`src/rtl/avl_master_port.sv`:
```
// -----------------------------------------------------------------------------
// avl_master_port
//
// Avalon-MM initiator between the CPU core load/store request port and the
// shared memory bus. It accepts one byte, half or word access at a time and
// turns it into a word-aligned Avalon read or write with byteenable. While the
// slave asserts waitrequest, all bus outputs are held steady. Load data is
// lane-extracted and sign- or zero-extended before it is returned to the core.
//
// Ports
//   clk, rst_n            clock (rising edge) and asynchronous active-low reset
//   req_valid/req_ready   core request handshake (ready only in IDLE)
//   req_write             1 = store, 0 = load
//   req_size              00 byte, 01 half, 10 word, 11 illegal
//   req_signed            sign-extend byte/half loads
//   req_addr, req_wdata   byte address, right-justified store data
//   resp_valid            one-cycle completion pulse
//   resp_err              misaligned, illegal size or timeout
//   resp_rdata            extended load data (0 for stores and errors)
//   address, read, write, byteenable, writedata, readdata, waitrequest
//                         Avalon-MM master interface (read latency 0)
//   stall_count           saturating count of waitrequest-high bus cycles
// -----------------------------------------------------------------------------
module avl_master_port #(
    parameter int unsigned TIMEOUT_CYCLES = 1024,
    parameter int unsigned STALL_CNT_W    = 32
) (
    input  logic                   clk,
    input  logic                   rst_n,
    // core request
    input  logic                   req_valid,
    output logic                   req_ready,
    input  logic                   req_write,
    input  logic [1:0]             req_size,
    input  logic                   req_signed,
    input  logic [31:0]            req_addr,
    input  logic [31:0]            req_wdata,
    // core response
    output logic                   resp_valid,
    output logic                   resp_err,
    output logic [31:0]            resp_rdata,
    // Avalon-MM master
    output logic [31:0]            address,
    output logic                   read,
    output logic                   write,
    output logic [3:0]             byteenable,
    output logic [31:0]            writedata,
    input  logic [31:0]            readdata,
    input  logic                   waitrequest,
    // statistics
    output logic [STALL_CNT_W-1:0] stall_count
);

    typedef enum logic [1:0] {
        IDLE = 2'd0,
        BUS  = 2'd1,
        RESP = 2'd2
    } state_t;

    // The wait counter only needs to reach TIMEOUT_CYCLES-1: the cycle that
    // would bring it to TIMEOUT_CYCLES is the one that triggers the timeout.
    localparam int unsigned TO_W = (TIMEOUT_CYCLES > 2) ? $clog2(TIMEOUT_CYCLES) : 1;
    localparam logic [TO_W-1:0] TO_LAST = TO_W'(TIMEOUT_CYCLES - 1);

    localparam logic [1:0] SZ_BYTE = 2'b00;
    localparam logic [1:0] SZ_HALF = 2'b01;
    localparam logic [1:0] SZ_WORD = 2'b10;

    // -------------------------------------------------------------------------
    // State
    // -------------------------------------------------------------------------
    state_t                 state_q, state_d;
    logic                   read_q, read_d;
    logic                   write_q, write_d;
    logic [31:0]            addr_q, addr_d;
    logic [3:0]             be_q, be_d;
    logic [31:0]            wdata_q, wdata_d;
    logic                   is_wr_q, is_wr_d;     // latched req_write
    logic [1:0]             size_q, size_d;
    logic                   sign_q, sign_d;
    logic [1:0]             lane_q, lane_d;
    logic                   resp_valid_q, resp_valid_d;
    logic                   resp_err_q, resp_err_d;
    logic [31:0]            resp_rdata_q, resp_rdata_d;
    logic [TO_W-1:0]        wait_cnt_q, wait_cnt_d;
    logic [STALL_CNT_W-1:0] stall_q, stall_d;

    // -------------------------------------------------------------------------
    // Request decode: legality, byte lanes and replicated store data
    // -------------------------------------------------------------------------
    logic        req_legal;
    logic [3:0]  req_be;
    logic [31:0] req_wd;

    always_comb begin
        req_legal = 1'b0;
        req_be    = 4'b1111;
        req_wd    = req_wdata;
        case (req_size)
            SZ_BYTE: begin
                req_legal = 1'b1;
                req_be    = 4'b0001 << req_addr[1:0];
                req_wd    = {4{req_wdata[7:0]}};
            end
            SZ_HALF: begin
                req_legal = ~req_addr[0];
                req_be    = req_addr[1] ? 4'b1100 : 4'b0011;
                req_wd    = {2{req_wdata[15:0]}};
            end
            SZ_WORD: begin
                req_legal = (req_addr[1:0] == 2'b00);
                req_be    = 4'b1111;
                req_wd    = req_wdata;
            end
            default: begin
                req_legal = 1'b0;
            end
        endcase
    end

    // -------------------------------------------------------------------------
    // Load extraction from the live readdata (captured at the completing edge)
    // -------------------------------------------------------------------------
    logic [7:0]  ld_byte;
    logic [15:0] ld_half;
    logic [31:0] ld_ext;

    always_comb begin
        ld_byte = readdata[{lane_q, 3'b000} +: 8];
        ld_half = lane_q[1] ? readdata[31:16] : readdata[15:0];
        case (size_q)
            SZ_BYTE: ld_ext = {{24{sign_q & ld_byte[7]}}, ld_byte};
            SZ_HALF: ld_ext = {{16{sign_q & ld_half[15]}}, ld_half};
            default: ld_ext = readdata;
        endcase
    end

    // -------------------------------------------------------------------------
    // Next-state logic
    // -------------------------------------------------------------------------
    always_comb begin
        state_d      = state_q;
        read_d       = read_q;
        write_d      = write_q;
        addr_d       = addr_q;
        be_d         = be_q;
        wdata_d      = wdata_q;
        is_wr_d      = is_wr_q;
        size_d       = size_q;
        sign_d       = sign_q;
        lane_d       = lane_q;
        wait_cnt_d   = wait_cnt_q;
        stall_d      = stall_q;
        // response registers are pulses: they fall back to 0 unless set below
        resp_valid_d = 1'b0;
        resp_err_d   = 1'b0;
        resp_rdata_d = '0;

        case (state_q)
            IDLE: begin
                if (req_valid) begin
                    is_wr_d = req_write;
                    size_d  = req_size;
                    sign_d  = req_signed;
                    lane_d  = req_addr[1:0];
                    if (req_legal) begin
                        state_d    = BUS;
                        read_d     = ~req_write;
                        write_d    = req_write;
                        addr_d     = {req_addr[31:2], 2'b00};
                        be_d       = req_be;
                        wdata_d    = req_wd;
                        wait_cnt_d = '0;
                    end else begin
                        // illegal request: report straight away, no bus cycle
                        state_d      = RESP;
                        resp_valid_d = 1'b1;
                        resp_err_d   = 1'b1;
                    end
                end
            end

            BUS: begin
                if (waitrequest) begin
                    if (stall_q != '1) begin
                        stall_d = stall_q + STALL_CNT_W'(1);
                    end
                    if (wait_cnt_q == TO_LAST) begin
                        // slave never answered: abandon the transfer
                        state_d      = RESP;
                        read_d       = 1'b0;
                        write_d      = 1'b0;
                        resp_valid_d = 1'b1;
                        resp_err_d   = 1'b1;
                    end else begin
                        wait_cnt_d = wait_cnt_q + TO_W'(1);
                    end
                end else begin
                    state_d      = RESP;
                    read_d       = 1'b0;
                    write_d      = 1'b0;
                    resp_valid_d = 1'b1;
                    resp_rdata_d = is_wr_q ? 32'h0 : ld_ext;
                end
            end

            RESP: begin
                state_d = IDLE;
            end

            default: begin
                state_d = IDLE;
                read_d  = 1'b0;
                write_d = 1'b0;
            end
        endcase
    end

    // -------------------------------------------------------------------------
    // Registers
    // -------------------------------------------------------------------------
    always_ff @(posedge clk or negedge rst_n) begin
        if (!rst_n) begin
            state_q      <= IDLE;
            read_q       <= 1'b0;
            write_q      <= 1'b0;
            addr_q       <= '0;
            be_q         <= '0;
            wdata_q      <= '0;
            is_wr_q      <= 1'b0;
            size_q       <= '0;
            sign_q       <= 1'b0;
            lane_q       <= '0;
            resp_valid_q <= 1'b0;
            resp_err_q   <= 1'b0;
            resp_rdata_q <= '0;
            wait_cnt_q   <= '0;
            stall_q      <= '0;
        end else begin
            state_q      <= state_d;
            read_q       <= read_d;
            write_q      <= write_d;
            addr_q       <= addr_d;
            be_q         <= be_d;
            wdata_q      <= wdata_d;
            is_wr_q      <= is_wr_d;
            size_q       <= size_d;
            sign_q       <= sign_d;
            lane_q       <= lane_d;
            resp_valid_q <= resp_valid_d;
            resp_err_q   <= resp_err_d;
            resp_rdata_q <= resp_rdata_d;
            wait_cnt_q   <= wait_cnt_d;
            stall_q      <= stall_d;
        end
    end

    // -------------------------------------------------------------------------
    // Outputs
    // -------------------------------------------------------------------------
    assign req_ready   = (state_q == IDLE);
    assign resp_valid  = resp_valid_q;
    assign resp_err    = resp_err_q;
    assign resp_rdata  = resp_rdata_q;
    assign address     = addr_q;
    assign read        = read_q;
    assign write       = write_q;
    assign byteenable  = be_q;
    assign writedata   = wdata_q;
    assign stall_count = stall_q;

endmodule

```
`config.mk`:
```
export PLATFORM = sky130hd
export DESIGN_NAME = avl_master_port
export DESIGN_NICKNAME = d
export VERILOG_FILES = /design/src/rtl/avl_master_port.sv
export SDC_FILE = /design/constraint.sdc
export NUM_CORES = 1
export LEC_CHECK = 0
export CAP_MARGIN = 20
export CELL_PAD_IN_SITES_DETAIL_PLACEMENT = 2
export CELL_PAD_IN_SITES_GLOBAL_PLACEMENT = 2
export CORE_MARGIN = 3
export CORE_UTILIZATION = 30
export CTS_BUF_LIST = sky130_fd_sc_hd__clkbuf_4
export CTS_CLUSTER_DIAMETER = 100
export DETAILED_ROUTE_END_ITERATION = 6
export HOLD_SLACK_MARGIN = 0.15
export PLACE_DENSITY_LB_ADDON = 0.1
export SLEW_MARGIN = 20
export SYNTH_ARGS = -nofsm -noshare
export SYNTH_HDL_FRONTEND = slang
export SYNTH_SLANG_ARGS = --single-unit
```
`constraint.sdc`:
```
create_clock -name clk -period 5.46 [get_ports clk]
set_input_delay 1.092 -clock clk [delete_from_list [all_inputs] [get_ports clk]]
set_output_delay 1.092 -clock clk [all_outputs]
set_load 0.005 [all_outputs]
```
Word level (Yosys, flattened, before mapping)
Index checks and enable logic that the tools add are counted.
- register bits after elaboration: 152
- input port bits: 104
- word-level logic and storage cells: 81
- add/subtract/negate cells: 2
- equality and inequality tests: 12
- shift-type cells: 2
- mux-type cells: 34
- bitwise logic cells: 5
- reduce and logical (&&, ||, !) cells: 11
- operators by type and width (cell ; number):
    32-bit case mux with 2 select lines ; 2
    32-bit two-way mux ; 3
    10-bit two-way mux ; 4
    32-bit by 1-bit adder with 32-bit output (second input constant) ; 1
    32-bit != test (second input constant) ; 1
    32-bit by 6-bit variable part select with 8-bit output ; 1
    10-bit case mux with 2 select lines ; 1
    16-bit two-way mux ; 1
    1-bit two-way mux ; 11
    10-bit by 1-bit adder with 10-bit output (second input constant) ; 1
    10-bit == test (second input constant) ; 1
    1-bit case mux with 3 select lines ; 3
    2-bit zero test ; 4
    2-bit two-way mux ; 4
    4-bit case mux with 2 select lines ; 1
    2-bit by 1-bit == test with 1-bit output (second input constant) ; 3
    2-bit != test (second input constant) ; 3
    3-bit AND reduction ; 2
    5-bit AND reduction ; 1
    2-bit == test (second input constant) ; 2
    4-bit two-way mux ; 1
    1-bit case mux with 2 select lines ; 2
    2-bit case mux with 2 select lines ; 1
    2-bit AND reduction ; 2
    other kinds (7) ; 10

Depth between registers and ports, before layout
Gate-level depths: netlist (run 1).
- depth in word-level cells: 6
- mapped depth: 8

Least setup slack after synthesis (run 1)
OpenSTA, ideal clock, no wires.
- path kind: input-to-reg
- start point: input req_addr[1]
- end point: register addr_q[11] (netlist: address[11])
- setup time: 0.117 ns
- arrival: 2.297 ns
- required time: 5.343 ns
- path slack: 3.047 ns
- cell stages on the path: 8
- path buffers: 3
- path through: clkbuf_1 o21a_1 o22ai_2 nand2_1 buf_2 clkbuf_1 nand2_1 nand2_1
- cells in the longest elaborated chain, start to end: 3
- ends and longest elaborated chain (what ; RTL line ; RTL):
    start, declared ; 36 ; input logic [31:0] req_addr,
    2-bit zero test ; 111 ; req_legal = (req_addr[1:0] == 2'b00);
    1-bit case mux with 3 select lines ; 99 ; case (req_size)
    3-bit AND reduction (no source line) ; - ;
    end signal, assigned ; 243 ; addr_q <= addr_d;
    end, declared ; 75 ; logic [31:0] addr_q, addr_d;
No other way between the ends.
A chain may end at the register's enable or synchronous reset.

Worst setup path after layout (run 1)
- start point: input waitrequest
- end point: register stall_q[24] (netlist: stall_count[24])
- cells in the longest elaborated chain, start to end: 1
- ends and longest elaborated chain (what ; RTL line ; RTL):
    start, declared ; 49 ; input logic waitrequest,
    3-bit AND reduction (no source line) ; - ;
    end signal, assigned ; 254 ; stall_q <= stall_d;
    end, declared ; 86 ; logic [STALL_CNT_W-1:0] stall_q, stall_d;
No other way between the ends.

==> metrics.md, run 1 <==
| Metric | Value |
|---|---|
| Worst Skew | 0.0364 ns |
| Total iterations of the first detailed-routing run | 4 |
| Max Root-Sink Buffers | 2 |
| Worst-Margin Slew | 0.963 ns |
| Setup Crit Path Kind | in -> reg |
| Synth Area in Adders | 0.356% |
| PostCTS Resize Cnt | 0 |
| Ys flop type | dfrtp_1 |
| Detail Placement HPWL | 17,900 microns |
| CP max-delay cell | and3b_1 |
| Initial Util | 30.7% |
| Final Setup Violations | 0 |
| Reg power frac | 45.2% |
| Comb pwr share | 31.7% |
| Die area | 0.0253 sq mm |
| Synth Area in XOR/XNOR | 3.62% |
| Total CTS buffers | 17 |
| Postcts setup bufs | 0 |
| Syn_area_per_cell | 9.54 sq um |
| Sw frac | 33.3% |
| Power Internal | 0.00233 W |
| Simple-gate area share of the yosys netlist | 21.4% |
| Setup crit end kind | flop |
| Post-synthesis compound-gate area fraction | 11.5% |
| Layout cells sized above 1 | 7.63% |
| FFs w/ async S/R, synth | 100% |
| CP arrival | 3.46 ns |
| Reg-to-Reg Start | state_q[1] |
| CTS root buf | clkbuf_4 |
| RSZ-0062 raised after global routing | false |
| Post-layout min period | 3.01 ns |
| WL per Instance | 18.9 microns |
| Met1 WL | 9900 microns |
| Slew headroom | 35.5% |
| Post-synth EDFFs | 0 |
| Most frequent cells in the layout | 237 x clkdlybuf4s50_1, 210 x nand2_1, 151 x dfrtp_1, 50 x o21ai_0, 38 x nor2_1 |
| DIE WIDTH | 159 microns |
| Area delta synth->final | 42.4% |
| Largest net degree at the start of global routing | 86 |
| I/O pins | 241 |
| Netlist cell types | 66 |
| Sequential Area | 0.00380 sq mm |
| Worst VDD drop | 0.145 mV |
| DIE HEIGHT | 159 microns |
| #FFs+latches synth | 152 |
| Most common cell after layout, fill and taps aside | clkdlybuf4s50_1 |
| Hold Vio Cnt, Final | 0 |
| Vias in the first global route | 7,046 |
| Footprint of the multi-input gates | 0.00294 sq mm |
| CTS H-tree lvls | 4 |
| Fin crit share | 55.1% |
| Synth Cell Area | 0.00702 sq mm |
| WP data required | 5.91 ns |
| DRC | 0 |
| Final Instance Count excl. Fillers | 1,284 |
| # fillers | 2,471 |
| Final WL | 24,300 microns |
| DR vias | 6,310 |
| Iteration-0 DRC Markers | 204 |
| CP bufs+invs | 1 |
| Met2 wire length | 12,100 microns |
| Setup TNS | 0 ns |
| # nets final | 1,063 |
| Leakage | 4.45 nW |
| Pwr/cell area | 350 mW/mm^2 |
| Crit path max fanout | 15 |
| Tot GR Track Use | 19.4% |
| TritonCTS sink count | 152 |
| Crit. Startpoint | waitrequest |
| Global route overflow | 0 |
| Switching pwr | 0.00116 W |
| Hold WS | 0.484 ns |
| Top sig layer | met5 |
| Critical path, cell by cell | clkdlybuf4s50_1 -> and3b_1 -> nand3_2 -> nor4b_4 -> nand4_1 -> xnor2_1 |
| Highest Clock Rate | 0.332 GHz |
| Fraction of synthesized area in multiplexers | 4.79% |
| CTS tree | done |
| CP startpoint kind | primary input |
| DP Cell Count | 1,251 |
| Util after Layout | 43.8% |
| Initial antenna violation count | 2 |
| Main combinational cell family by area after synthesis | simple AND/OR/NAND/NOR gates |
| Maxcap violations | 0 |
| Hold_buf cts | 0 |
| Worst path max stage delay | 0.66 ns |
| Core box area | 0.0228 sq mm |
| IO buf count | 238 |
| Outcome | finished clean |
| CP delay by family, top | simple AND/OR/NAND/NOR gates |
| Worst-skew pair later-pin latency | 0.57 ns |
| Post-synthesis sequential area ratio | 54.2% |
| Clk pwr share | 23.1% |
| Fin. max-slew vios | 0 |
| Routability cong. | 0.762 |
| Std-Cell Rows | 55 |
| Hold crit path type | in -> async |
| Final ANT Viol Nets | 0 |
| Vias/cell | 4.91 |
| Cell count after synthesis | 736 |
| Worst-path clk slew | 0.15 ns |
| Met3 routed WL | 2050 microns |
| YS warnings | 0 |
| First-pass GRT wire length | 39,800 microns |
==> flip-flops by register name, indices dropped and copies added (netlist names) <==
signal / cells
address: 30
size_q: 2
stall_count: 32
lane_q: 2
resp_valid: 1
is_wr_q: 1
write: 1
resp_rdata: 32
writedata: 32
sign_q: 1
byteenable: 4
state_q: 2
wait_cnt_q: 10
resp_err: 1
read: 1
==> cell type report <==
| type | count | area share [%] |
|---|---|---|
| Sequential cell | 152 | 38.0 |
| Clock inverter | 15 | 1.99 |
| Clock buffer | 17 | 1.28 |
| Inverter | 20 | 0.750 |
| Timing Repair Buffer | 245 | 24.7 |
| Tap cell | 313 | 3.91 |
| Antenna cell | 1 | 0.0250 |
| Multi-Input combinational cell | 521 | 29.3 |
==> cells by family after synthesis <==
logic type | Yosys count
buf+inv | 64
fa+ha+maj | 2
simple gates | 330
compound gates | 126
flops | 152
mux | 32
xor+xnor | 29
other cells | 1
==> final timing paths <==
| path | endpoint | slack [ns] | depth (start not counted) |
|---|---|---|---|
| max reg2reg | stall_count[24] | 3.04 | 5 |
| max | stall_count[24] | 2.45 | 6 |
| min reg2reg | byteenable[0] | 0.50 | 1 |
| min | resp_rdata[26] | 0.48 | 1 |
| max in group asynchronous | size_q[1] | 4.03 | 2 |
| min in group clk | byteenable[0] | 0.50 | 1 |
==> Yosys cell counts (all sizes together), types with 9 or more instances <==
| cell type | count | area share, % |
|---|---|---|
| nand2 | 212 | 11 |
| dfrtp | 152 | 54 |
| o21ai | 51 | 3.7 |
| nor2 | 38 | 2.0 |
| a21oi | 31 | 2.3 |
| clkbuf | 28 | 1.6 |
| mux2i | 28 | 4.0 |
| nand3 | 24 | 2.0 |
| xnor2 | 23 | 2.9 |
| inv | 20 | 1.1 |
| buf | 16 | 1.4 |
| nand4 | 13 | 1.4 |
| and3 | 10 | 0.98 |
| a31oi | 9 | 1.0 |
==> routing by layer <==
metal  vias to the layer above  track usage [%]
met5                         -                0
met1                      3177             23.3
met3                        24             8.04
met4                         2             4.62
li1                       2930                -
met2                       177             32.7
==> power groups by stage <==
stage	Clock, W	Combinational (W)	Sequential [W]
after global routing	0.000886	0.00124	0.00163
after floorplan	0	0.000436	0.00154
after CTS	0.000842	0.00114	0.00159
final	0.000806	0.00111	0.00158
after detailed placement	0	0.00112	0.00160
after global placement	0	0.00107	0.00159
==> stage by stage <==
stage,total power (W),area [sq um],setup WS [ns]
3_3_place_gp,0.00265,9650,1.63
3_5_place_dp,0.00273,9670,1.88
4_1_cts,0.00356,10000,2.50
5_1_grt,0.00375,10000,2.33
2_1_floorplan,0.00197,7030,3.05
6_report,0.00350,10000,2.45
No activity file was read; power rests on OpenSTA's default activity.
==> run 2, diff against run 1 <==
--- a/config.mk
+++ b/config.mk
@@ -9,7 +9,7 @@
 export CELL_PAD_IN_SITES_DETAIL_PLACEMENT = 2
 export CELL_PAD_IN_SITES_GLOBAL_PLACEMENT = 2
 export CORE_MARGIN = 3
-export CORE_UTILIZATION = 30
+export CORE_UTILIZATION = 25
 export CTS_BUF_LIST = sky130_fd_sc_hd__clkbuf_4
 export CTS_CLUSTER_DIAMETER = 100
 export DETAILED_ROUTE_END_ITERATION = 6
==> constraint.sdc (replaced) <==
create_clock -name clk -period 2.63 [get_ports clk]
set_input_delay 0.526 -clock clk [delete_from_list [all_inputs] [get_ports clk]]
set_output_delay 0.526 -clock clk [all_outputs]
set_load 0.005 [all_outputs]
==> metrics.md, run 2 (synthesized netlist as in run 1, its figures left out) <==
| Metric | Value |
|---|---|
| Outcome | finished clean (unchanged) |
| First-pass GRT wire length | 39,200 microns (was 39,800 microns) |
| Initial Util | 25.8% (was 30.7%) |
| Max Root-Sink Buffers | 2 (unchanged) |
| Vias/cell | 4.59 (was 4.91) |
| Total power draw | 0.00736 W (was 0.00350 W) |
| DIE HEIGHT | 174 microns (was 159 microns) |
| Die area | 0.0301 sq mm (was 0.0253 sq mm) |
| Setup Crit Path Kind | reg -> out (was in -> reg) |
| Power Internal | 0.00492 W (was 0.00233 W) |
| Worst-path clk slew | 0.15 ns (about the same) |
| WL per Instance | 17.9 microns (was 18.9 microns) |
| TritonCTS sink count | 152 (unchanged) |
| Reg power frac | 43.6% (was 45.2%) |
| IO buf count | 238 (unchanged) |
| Leakage | 4.56 nW (was 4.45 nW) |
| Tot GR Track Use | 16.3% (was 19.4%) |
| Slew headroom | 40.5% (was 35.5%) |
| Most common cell after layout, fill and taps aside | clkdlybuf4s50_1 (unchanged) |
| DRC | 0 (unchanged) |
| Post-layout min period | 2.35 ns |
| Pwr/cell area | 717 mW/mm^2 (was 350 mW/mm^2) |
| CP arrival | 1.82 ns (was 3.46 ns) |
| DR vias | 6,263 (was 6,310) |
| Critical path, cell by cell | nor2_1 -> clkdlybuf4s50_1 (was clkdlybuf4s50_1 -> and3b_1 -> nand3_2 -> nor4b_4 -> nand4_1 -> xnor2_1) |
| Sw frac | 33.1% (was 33.3%) |
| Final ANT Viol Nets | 0 (unchanged) |
| Worst Skew | 0.0346 ns (was 0.0364 ns) |
| Hold_sp | req_addr[24] |
| Hold Vio Cnt, Final | 0 (unchanged) |
| Fin crit share | 89.2% |
| Util after Layout | 37.7% (was 43.8%) |
| Std-Cell Rows | 60 (was 55) |
| DIE WIDTH | 174 microns (was 159 microns) |
| Total iterations of the first detailed-routing run | 4 (unchanged) |
| Core box area | 0.0273 sq mm (was 0.0228 sq mm) |
| Global route overflow | 0 (unchanged) |
| RSZ-0062 raised after global routing | false (unchanged) |
| CP delay by family, top | buffers and inverters (was simple AND/OR/NAND/NOR gates) |
| Initial antenna violation count | 2 (unchanged) |
| Final WL | 24,500 microns (was 24,300 microns) |
| Most frequent cells in the layout | 237 x clkdlybuf4s50_1, 210 x nand2_1, 152 x dfrtp_1, 50 x o21ai_0, 38 x nor2_1 (was 237 x clkdlybuf4s50_1, 210 x nand2_1, 151 x dfrtp_1, 50 x o21ai_0, 38 x nor2_1) |
| Comb pwr share | 32.7% (was 31.7%) |
| Worst R2R End | stall_count[1] (was stall_count[24]) |
| Highest Clock Rate | 0.426 GHz |
| Vias in the first global route | 7,049 (was 7,046) |
| Final Instance Count excl. Fillers | 1,365 (was 1,284) |
| R2R Setup Slk | 0.57 ns (was 3.04 ns) |
| Setup TNS | 0 ns (unchanged) |
| Worst VDD drop | 0.304 mV (was 0.145 mV) |
| WP data required | 2.10 ns (was 5.91 ns) |
| Detail Placement HPWL | 17,900 microns (about the same) |
| Area delta synth->final | 46.2% (was 42.4%) |
| CP bufs+invs | 1 (unchanged) |
| Maxcap violations | 0 (unchanged) |
| PostCTS Resize Cnt | 0 (unchanged) |
| Fin. max-slew vios | 0 (unchanged) |
| Total CTS buffers | 17 (unchanged) |
| CTS H-tree lvls | 4 (unchanged) |
| Clk pwr share | 23.7% (was 23.1%) |
| Layout cells sized above 1 | 9.48% (was 7.63%) |
| I/O pins | 241 (unchanged) |
| Crit path max fanout | 9 (was 15) |
| Largest net degree at the start of global routing | 87 (was 86) |
| Hold crit path type | in -> reg (was in -> async) |
| CTS root buf | clkbuf_4 (unchanged) |
| Dpl ws | 0.230 ns (was 1.88 ns) |
| Reg-to-Reg Start | stall_count[0] (was state_q[1]) |
| # nets final | 1,086 (was 1,063) |
| CTS tree | done (unchanged) |
| Worst-skew pair later-pin latency | 0.57 ns (about the same) |
| R2r worst-path depth | 6 (was 5) |
| DP Cell Count | 1,332 (was 1,251) |
| Setup crit end kind | primary output (was flop) |
| CP max-delay cell | clkdlybuf4s50_1 (was and3b_1) |
| Final Setup Violations | 0 (unchanged) |
| Routability cong. | 0.732 (was 0.762) |
| Iteration-0 DRC Markers | 283 (was 204) |
| Worst-Margin Slew | 0.889 ns (was 0.963 ns) |
| Final worst slack | 0.283 ns (was 2.45 ns) |
| Hold depth | 3 |
| CP startpoint kind | flop (was primary input) |
| Switching pwr | 0.00244 W (was 0.00116 W) |
| Worst path max stage delay | 0.54 ns (was 0.66 ns) |
| Hold endpoint | address[24] |
run 2: changes by cell type in the layout (fill, tap and decap cells not counted):
cell / change
clkbuf_4: +1
buf_12: +3
buf_16: -1
dfrtp_1: +1
buf_4: +20
clkinv_4: -1
clkinv_2: -3
inv_6: +2
dfrtp_2: -1
dlygate4sd3_1: +1
run 2: power groups by stage:
stage	sequential, W	combinational [W]	clock, W
after floorplan	0.00319	0.000905	0
after global placement	0.00326	0.00242	0
after detailed placement	0.00326	0.00246	0
after CTS	0.00322	0.00248	0.00183
after global routing	0.00330	0.00270	0.00192
final	0.00321	0.00241	0.00174
run 2: worst max path at each step:
stage / startpoint / endpoint / cells past startpoint
finish: state_q[1] / req_ready / 2
global route: state_q[0] / req_ready / 2
CTS: state_q[1] / req_ready / 2
detailed placement: waitrequest / stall_count[30] / 6
global placement: req_valid / wait_cnt_q[7] / 7
floorplan: stall_count[0] / stall_count[1] / 7
run 2: metal layers:
layer  track usage, %  vias to the layer above  part of all wire [%]
met5                0                        -                 0.049
met4             3.79                        2                   1.0
met3             6.86                       18                   8.3
met2             27.4                      158                    48
met1             19.5                     3116                    43
li1                 -                     2969                     -
run 2: area by class of cell:
cell class              count  area (sq um)
repair buffers            268          2660
inverters                  20          75.1
fillers                  3010         17000
flip-flops and latches    152          3800
multi-input cells         521          2940
diodes                      1          2.50
clock buffers              18           135
clock inverters            13           193
well taps                 372           465
run 2: per-stage QoR:
step           instance area, sq um  hold WS [ns]
3_5_place_dp                   9930         0.465
5_1_grt                       10300         0.415
2_1_floorplan                  7030         0.230
3_3_place_gp                   9930         0.459
4_1_cts                       10300         0.404
6_report                      10300         0.475
run 2: timing repair:
action                    in CTS  in global routing
hold endpoints to repair      49                  0
setup buffers                  0                  0
hold buffers                   1                  0
run 2: worst reg2reg max path: stages, from the launching register on:
cell     delay, ns
dfrtp_1       0.48
ha_1          0.22
and2_2        0.19
nand3_2       0.14
or3_1         0.42
nand2_1       0.15
mux2_1        0.34
==> run 3, diff against run 2 <==
==> constraint.sdc (replaced) <==
create_clock -name clk -period 2.63 [get_ports clk]
set_input_delay 0.526 -clock clk [delete_from_list [all_inputs] [get_ports clk]]
set_output_delay 0.526 -clock clk [all_outputs]
set_load 0.02 [all_outputs]
==> results of run 3 <==
Same layout as run 2 (identical final DEF). Status: finished clean.
Among the figures that moved: setup slack after layout 0.283 ns -> 0.180 ns; total power 0.00736 W -> 0.00789 W; worst IR drop on VDD 0.304 mV -> 0.308 mV
